### src/rtl/ebpc_znz_lane_expander_if.sv
// Stream bundle for the EBPC lane expander: block header, ZNZ mask, BPC values and output beats.
// Signal suffixes follow the expander's point of view (slave = the expander itself).
interface ebpc_znz_lane_expander_if #(
    parameter int unsigned DATA_W        = 8,
    parameter int unsigned MASK_W        = 8,
    parameter int unsigned N_LANES       = 4,
    parameter int unsigned LOG_MAX_WORDS = 16
);
    logic [LOG_MAX_WORDS-1:0]  num_words_i;
    logic                      num_words_vld_i;
    logic                      num_words_rdy_o;
    logic [MASK_W-1:0]         znz_i;
    logic                      znz_vld_i;
    logic                      znz_rdy_o;
    logic [DATA_W-1:0]         bpc_i;
    logic                      bpc_vld_i;
    logic                      bpc_rdy_o;
    logic [N_LANES*DATA_W-1:0] data_o;
    logic [N_LANES-1:0]        lane_vld_o;
    logic                      last_o;
    logic                      vld_o;
    logic                      rdy_i;

    modport slave (
        input  num_words_i, num_words_vld_i, znz_i, znz_vld_i, bpc_i, bpc_vld_i, rdy_i,
        output num_words_rdy_o, znz_rdy_o, bpc_rdy_o, data_o, lane_vld_o, last_o, vld_o
    );

    modport master (
        output num_words_i, num_words_vld_i, znz_i, znz_vld_i, bpc_i, bpc_vld_i, rdy_i,
        input  num_words_rdy_o, znz_rdy_o, bpc_rdy_o, data_o, lane_vld_o, last_o, vld_o
    );
endinterface

### src/rtl/ebpc_znz_lane_expander.sv
// Merges the ZNZ mask and BPC non-zero streams into dense N_LANES-wide beats.
// Define EBPC_ZNZ_STATS_EN to add nz_cnt_o (non-zero count of the last completed block).
module ebpc_znz_lane_expander #(
    parameter int unsigned DATA_W        = 8,
    parameter int unsigned MASK_W        = 8,
    parameter int unsigned N_LANES       = 4,
    parameter int unsigned LOG_MAX_WORDS = 16
) (
    input  logic                     clk_i,
    input  logic                     rst_i,
`ifdef EBPC_ZNZ_STATS_EN
    output logic [LOG_MAX_WORDS:0]   nz_cnt_o,
`endif
    ebpc_znz_lane_expander_if.slave  bus
);
    localparam int unsigned CNT_W  = LOG_MAX_WORDS + 1;
    localparam int unsigned LANE_W = (N_LANES > 1) ? $clog2(N_LANES) : 1;
    localparam int unsigned MB_W   = $clog2(MASK_W + 1);

    typedef enum logic [1:0] {IDLE, FILL, FLUSH} state_e;

    state_e                    state_q, state_d;
    logic [CNT_W-1:0]          elem_cnt_q, elem_cnt_d;
    logic [MASK_W-1:0]         mask_q, mask_d;
    logic [MB_W-1:0]           mask_bits_q, mask_bits_d;
    logic [LANE_W-1:0]         lane_idx_q, lane_idx_d;
    logic [N_LANES*DATA_W-1:0] data_q, data_d;
    logic [N_LANES-1:0]        lane_vld_q, lane_vld_d;
    logic                      last_q, last_d;
`ifdef EBPC_ZNZ_STATS_EN
    logic [CNT_W-1:0]          blk_nz_q, blk_nz_d;
    logic [CNT_W-1:0]          nz_cnt_q, nz_cnt_d;
`endif

    logic [CNT_W-1:0] elem_next;
    logic             place;

    // Ready depends only on registered state and reset, never on any valid.
    assign bus.num_words_rdy_o = !rst_i && (state_q == IDLE);
    assign bus.znz_rdy_o       = !rst_i && (state_q == FILL) && (mask_bits_q == '0);
    assign bus.bpc_rdy_o       = !rst_i && (state_q == FILL) && (mask_bits_q != '0) && mask_q[0];

    assign bus.data_o     = data_q;
    assign bus.lane_vld_o = lane_vld_q;
    assign bus.last_o     = last_q;
    assign bus.vld_o      = (state_q == FLUSH);
`ifdef EBPC_ZNZ_STATS_EN
    assign nz_cnt_o = nz_cnt_q;
`endif

    assign elem_next = elem_cnt_q - CNT_W'(1);
    assign place     = (state_q == FILL) && (mask_bits_q != '0) && (!mask_q[0] || bus.bpc_vld_i);

    always_comb begin
        // NOTE: every next-state signal gets a default first so no path through the case infers a latch.
        state_d     = state_q;
        elem_cnt_d  = elem_cnt_q;
        mask_d      = mask_q;
        mask_bits_d = mask_bits_q;
        lane_idx_d  = lane_idx_q;
        data_d      = data_q;
        lane_vld_d  = lane_vld_q;
        last_d      = last_q;
`ifdef EBPC_ZNZ_STATS_EN
        blk_nz_d    = blk_nz_q;
        nz_cnt_d    = nz_cnt_q;
`endif
        unique case (state_q)
            IDLE: begin
                if (bus.num_words_vld_i && bus.num_words_rdy_o) begin
                    elem_cnt_d  = CNT_W'(bus.num_words_i) + CNT_W'(1);
                    mask_d      = '0;
                    mask_bits_d = '0;
                    lane_idx_d  = '0;
`ifdef EBPC_ZNZ_STATS_EN
                    blk_nz_d    = '0;
`endif
                    state_d     = FILL;
                end
            end
            FILL: begin
                if (mask_bits_q == '0) begin
                    if (bus.znz_vld_i && bus.znz_rdy_o) begin
                        mask_d      = bus.znz_i;
                        mask_bits_d = MB_W'(MASK_W);
                    end
                end else if (place) begin
                    for (int k = 0; k < N_LANES; k++) begin
                        if (lane_idx_q == LANE_W'(k)) begin
                            data_d[k*DATA_W +: DATA_W] = mask_q[0] ? bus.bpc_i : '0;
                            lane_vld_d[k]              = 1'b1;
                        end
                    end
                    mask_d      = mask_q >> 1;
                    mask_bits_d = mask_bits_q - MB_W'(1);
                    elem_cnt_d  = elem_next;
                    lane_idx_d  = lane_idx_q + LANE_W'(1);
`ifdef EBPC_ZNZ_STATS_EN
                    blk_nz_d    = blk_nz_q + CNT_W'(mask_q[0]);
`endif
                    if ((lane_idx_q == LANE_W'(N_LANES - 1)) || (elem_next == '0)) begin
                        state_d = FLUSH;
                        last_d  = (elem_next == '0);
                    end
                end
            end
            FLUSH: begin
                if (bus.rdy_i) begin
                    data_d     = '0;
                    lane_vld_d = '0;
                    last_d     = 1'b0;
                    lane_idx_d = '0;
`ifdef EBPC_ZNZ_STATS_EN
                    if (last_q) nz_cnt_d = blk_nz_q;
`endif
                    // Leftover mask bits die with the block: IDLE clears them on the next header.
                    state_d = (elem_cnt_q == '0) ? IDLE : FILL;
                end
            end
            default: state_d = IDLE;
        endcase
    end

    always_ff @(posedge clk_i) begin
        if (rst_i) begin
            state_q     <= IDLE;
            elem_cnt_q  <= '0;
            mask_q      <= '0;
            mask_bits_q <= '0;
            lane_idx_q  <= '0;
            data_q      <= '0;
            lane_vld_q  <= '0;
            last_q      <= 1'b0;
`ifdef EBPC_ZNZ_STATS_EN
            blk_nz_q    <= '0;
            nz_cnt_q    <= '0;
`endif
        end else begin
            // NOTE: state registers use non-blocking assignment so all flops update from pre-edge values.
            state_q     <= state_d;
            elem_cnt_q  <= elem_cnt_d;
            mask_q      <= mask_d;
            mask_bits_q <= mask_bits_d;
            lane_idx_q  <= lane_idx_d;
            data_q      <= data_d;
            lane_vld_q  <= lane_vld_d;
            last_q      <= last_d;
`ifdef EBPC_ZNZ_STATS_EN
            blk_nz_q    <= blk_nz_d;
            nz_cnt_q    <= nz_cnt_d;
`endif
        end
    end
endmodule

### src/flat_wrapper.sv
// flat-port wrapper written by rule: the top's interface ports become plain ports
module ebpc_znz_lane_expander_flat 
#(
    parameter int unsigned DATA_W        = 8,
    parameter int unsigned MASK_W        = 8,
    parameter int unsigned N_LANES       = 4,
    parameter int unsigned LOG_MAX_WORDS = 16
)
  (clk_i, rst_i, bus_num_words_i, bus_num_words_vld_i, bus_znz_i, bus_znz_vld_i, bus_bpc_i, bus_bpc_vld_i, bus_rdy_i, bus_num_words_rdy_o, bus_znz_rdy_o, bus_bpc_rdy_o, bus_data_o, bus_lane_vld_o, bus_last_o, bus_vld_o);
  ebpc_znz_lane_expander_if #(.DATA_W(DATA_W), .MASK_W(MASK_W), .N_LANES(N_LANES), .LOG_MAX_WORDS(LOG_MAX_WORDS)) bus_i ();
  input  logic clk_i;
  input  logic rst_i;
  input wire logic [$bits(bus_i.num_words_i)-1:0] bus_num_words_i;
  input wire logic [$bits(bus_i.num_words_vld_i)-1:0] bus_num_words_vld_i;
  input wire logic [$bits(bus_i.znz_i)-1:0] bus_znz_i;
  input wire logic [$bits(bus_i.znz_vld_i)-1:0] bus_znz_vld_i;
  input wire logic [$bits(bus_i.bpc_i)-1:0] bus_bpc_i;
  input wire logic [$bits(bus_i.bpc_vld_i)-1:0] bus_bpc_vld_i;
  input wire logic [$bits(bus_i.rdy_i)-1:0] bus_rdy_i;
  output wire logic [$bits(bus_i.num_words_rdy_o)-1:0] bus_num_words_rdy_o;
  output wire logic [$bits(bus_i.znz_rdy_o)-1:0] bus_znz_rdy_o;
  output wire logic [$bits(bus_i.bpc_rdy_o)-1:0] bus_bpc_rdy_o;
  output wire logic [$bits(bus_i.data_o)-1:0] bus_data_o;
  output wire logic [$bits(bus_i.lane_vld_o)-1:0] bus_lane_vld_o;
  output wire logic [$bits(bus_i.last_o)-1:0] bus_last_o;
  output wire logic [$bits(bus_i.vld_o)-1:0] bus_vld_o;
  assign bus_i.num_words_i = bus_num_words_i;
  assign bus_i.num_words_vld_i = bus_num_words_vld_i;
  assign bus_i.znz_i = bus_znz_i;
  assign bus_i.znz_vld_i = bus_znz_vld_i;
  assign bus_i.bpc_i = bus_bpc_i;
  assign bus_i.bpc_vld_i = bus_bpc_vld_i;
  assign bus_i.rdy_i = bus_rdy_i;
  assign bus_num_words_rdy_o = bus_i.num_words_rdy_o;
  assign bus_znz_rdy_o = bus_i.znz_rdy_o;
  assign bus_bpc_rdy_o = bus_i.bpc_rdy_o;
  assign bus_data_o = bus_i.data_o;
  assign bus_lane_vld_o = bus_i.lane_vld_o;
  assign bus_last_o = bus_i.last_o;
  assign bus_vld_o = bus_i.vld_o;
  ebpc_znz_lane_expander #(.DATA_W(DATA_W), .MASK_W(MASK_W), .N_LANES(N_LANES), .LOG_MAX_WORDS(LOG_MAX_WORDS)) u_core (.clk_i(clk_i), .rst_i(rst_i), .bus(bus_i));
endmodule
### config.mk
export PLATFORM = sky130hd
export DESIGN_NAME = ebpc_znz_lane_expander_flat
export DESIGN_NICKNAME = d
export VERILOG_FILES = /design/src/rtl/ebpc_znz_lane_expander_if.sv /design/src/rtl/ebpc_znz_lane_expander.sv /design/src/flat_wrapper.sv
export SDC_FILE = /design/constraint.sdc
export NUM_CORES = 1
export LEC_CHECK = 0
export BUFFER_PORTS_ARGS = -buffer_cell sky130_fd_sc_hd__buf_2
export CAP_MARGIN = 20
export CORE_MARGIN = 2
export CORE_UTILIZATION = 59
export DETAILED_ROUTE_END_ITERATION = 6
export GPL_TIMING_DRIVEN = 0
export MAX_ROUTING_LAYER = met4
export PLACE_DENSITY = 0.92
export SETUP_SLACK_MARGIN = 0.02
export SYNTH_ARGS = -nofsm -noshare
export SYNTH_HDL_FRONTEND = slang
export SYNTH_SLANG_ARGS = --single-unit
### constraint.sdc
create_clock -name clk_i -period 4.3 [get_ports clk_i]
set_input_delay 0.43 -clock clk_i [delete_from_list [all_inputs] [get_ports clk_i]]
set_output_delay 0.43 -clock clk_i [all_outputs]
set_load 0.02 [all_outputs]
==> flow_summary.ini <==
[outcome]
status = completed

[clock_network]
post_cts_resize_count = 0
clk_path_buf_depth = 2
postCtsSetupBuffers = 0
clkLatencyLatePin_ns = 0.35
cts_tree = done
cts_hold_buf = 0
clk_pin_slew_ns = 0.08
numCtsBuffers = 9
cts_root_buf = clkbuf_8
htreeDepth = 3
clock_sinks = 70

[sta]
worstMarginPinSlew_ns = 0.665
worst_clock_skew_ns = 0.00714
period_minus_slack_ns = 2.84
fin_crit_sh_pct = 66.0
hold_violations = 0
fmax_ghz = 0.352
rsz0062_at_grt = false
setup_tns_ns = 0
slew_headroom_pct = 55.5
holdWs_ns = 0.345
finalSetupViolations = 0
drv_slew = 0

[power_and_ir_drop]
power_leakage_nw = 1.82
p_per_area_nw_per_um2 = 521
p_total_mw = 2.36
ir_drop_mv = 0.332

[setup_path]
path_class = flip-flop to primary output
rrSetupSlack_ns = 1.65
critical_path_required_ns = 3.87
crit_start = u_core.state_q[1]
crit_arrival_ns = 2.41
end_kind = primary output
r2r-start = u_core.elem_cnt_q[0]
start_kind = flip-flop
cp_max_fo = 10

[route]
drt-vias-per-instance = 6.17
routed_wl_um = 10800
vias = 3863
dr.pass1.iters = 7
ant_nets = 0
wl_per_cell_um = 17.2
drt-initial-drc-count = 343
drc = 0

[logic_synthesis]
synth_edf_count = 0
synthCells = 456
ys_types = 59
async_reset_ff_share_pct = 0
netlist_area_um2 = 3850
synth_seq_cells = 70
synth_ff_type = dfxtp_1
ys_warn_count = 0
syn_nets = 504
ys_seq_area_share_pct = 36.4
avgSynthCellArea_um2 = 8.44

[floorplan]
core_area_um2 = 6310
fp.dieH_um = 84.8
die_x_um = 84.8
die-area_um2 = 7190
row_count = 29
ios = 79
start_util_pct = 61.0

[finish]
fill_cells = 480
final_common_cell = buf_2
final_cell_mix = 85 x buf_2, 70 x dfxtp_1, 63 x nor2_1
diodes = 0
fin_util_pct = 71.8
area_delta_synth_final_pct = 17.8
drive_above_1_share_pct = 21.1
nets = 593

[global_route]
antenna_found_initial = 0
grt_first_pass_wirelength_um = 17100
overflow = 0
grt_max_degree = 13
grtUsageTotal_pct = 30.8
grt_pass1_vias = 3654

[placed_design]
dp.final_hpwl_um = 7700
gp_congestion = 0.969
port_buffers = 78

[hold_path]
hp-class = input port to flip-flop
hp-start = bus_znz_i[7]

[flow_run]
max_cap_violations = 0
==> worst paths after layout <==
check,depth (start not counted),endpoint
max,6,bus_bpc_rdy_o
min,3,u_core.mask_q[7]
min reg2reg,1,u_core.bus.lane_vld_o[1]
max reg2reg,8,u_core.state_q[1]
==> routing by layer <==
layer,part of all wire (%),global-route usage [%],vias to the layer above
met5,0,-,-
met4,2.7,12.1,0
met3,7.6,5.80,32
met2,47,48.3,181
met1,43,39.4,1820
li1,-,-,1830
==> layout make-up <==
class                      count  area [um^2]  share of cell area (%)
tap                           77         96.3                    2.12
timing repair buffer          78          390                    8.61
sequential                    70         1400                    30.9
inverter                       9         33.8                   0.745
multi-input combinational    349         2300                    50.7
clock inverter                 5         60.1                    1.32
buffer                        28          114                    2.51
clock buffer                  10          138                    3.04
==> synth_stat cells, types with 8 or more instances <==
cell type / count / area share (%)
nand4_1: 8 / 1.3
a22oi_1: 8 / 1.6
o21ai_0: 18 / 2.3
mux2i_1: 32 / 8.3
nand3_1: 13 / 1.7
xnor2_1: 11 / 2.5
dfxtp_1: 70 / 36
a21oi_1: 28 / 3.6
clkbuf_1: 21 / 2.0
nand2_1: 36 / 3.5
inv_1: 9 / 0.88
and2_1: 9 / 1.5
ha_1: 10 / 3.2
a211oi_1: 11 / 2.1
nor2_1: 63 / 6.1
o211ai_1: 8 / 1.6
==> flip-flops by register name, indices dropped and copies added, names as in the netlist <==
signal / cells
u_core.state_q: 2
u_core.bus.last_o: 1
u_core.mask_q: 8
u_core.lane_idx_q: 2
u_core.bus.data_o: 32
u_core.elem_cnt_q: 17
u_core.mask_bits_q: 4
u_core.bus.lane_vld_o: 4
==> worst max-delay path: stages, from the launching register on <==
cell and delay, ns:
dfxtp_1 0.30, buf_2 0.17, nand2b_1 0.23, clkbuf_1 0.30
nor2_1 0.60, and3_1 0.28, buf_2 0.17
==> where the power goes <==
part           total [mW]  internal [mW]  switching, mW
Combinational        1.01          0.378          0.634
Clock               0.540          0.281          0.259
Sequential          0.809          0.731         0.0784
==> per-stage QoR <==
| step | cells | worst slack (ns) | instance area [um^2] |
|---|---|---|---|
| floorplan | 456 | 1.94 | 3850 |
| global placement | 611 | 1.74 | 4340 |
| detailed placement | 611 | 1.70 | 4340 |
| CTS | 626 | 1.53 | 4530 |
| global route | 626 | 1.37 | 4530 |
| finish | 626 | 1.46 | 4530 |
==> logic make-up (layout without fill, tap and decap cells) <==
| family | Yosys count | after routing | share of synthesized area [%] |
|---|---|---|---|
| AOI/OAI and AO/OA | 108 | 108 | 19.7 |
| xor gates and xnor gates | 18 | 18 | 4.09 |
| muxes | 33 | 33 | 8.61 |
| buffers and inverters | 37 | 130 | 3.83 |
| DFF | 70 | 70 | 36.4 |
| and+or+nand+nor | 180 | 180 | 24.1 |
| adders and majority gates | 10 | 10 | 3.25 |
Note: power is estimated with default switching activity, not from simulation.
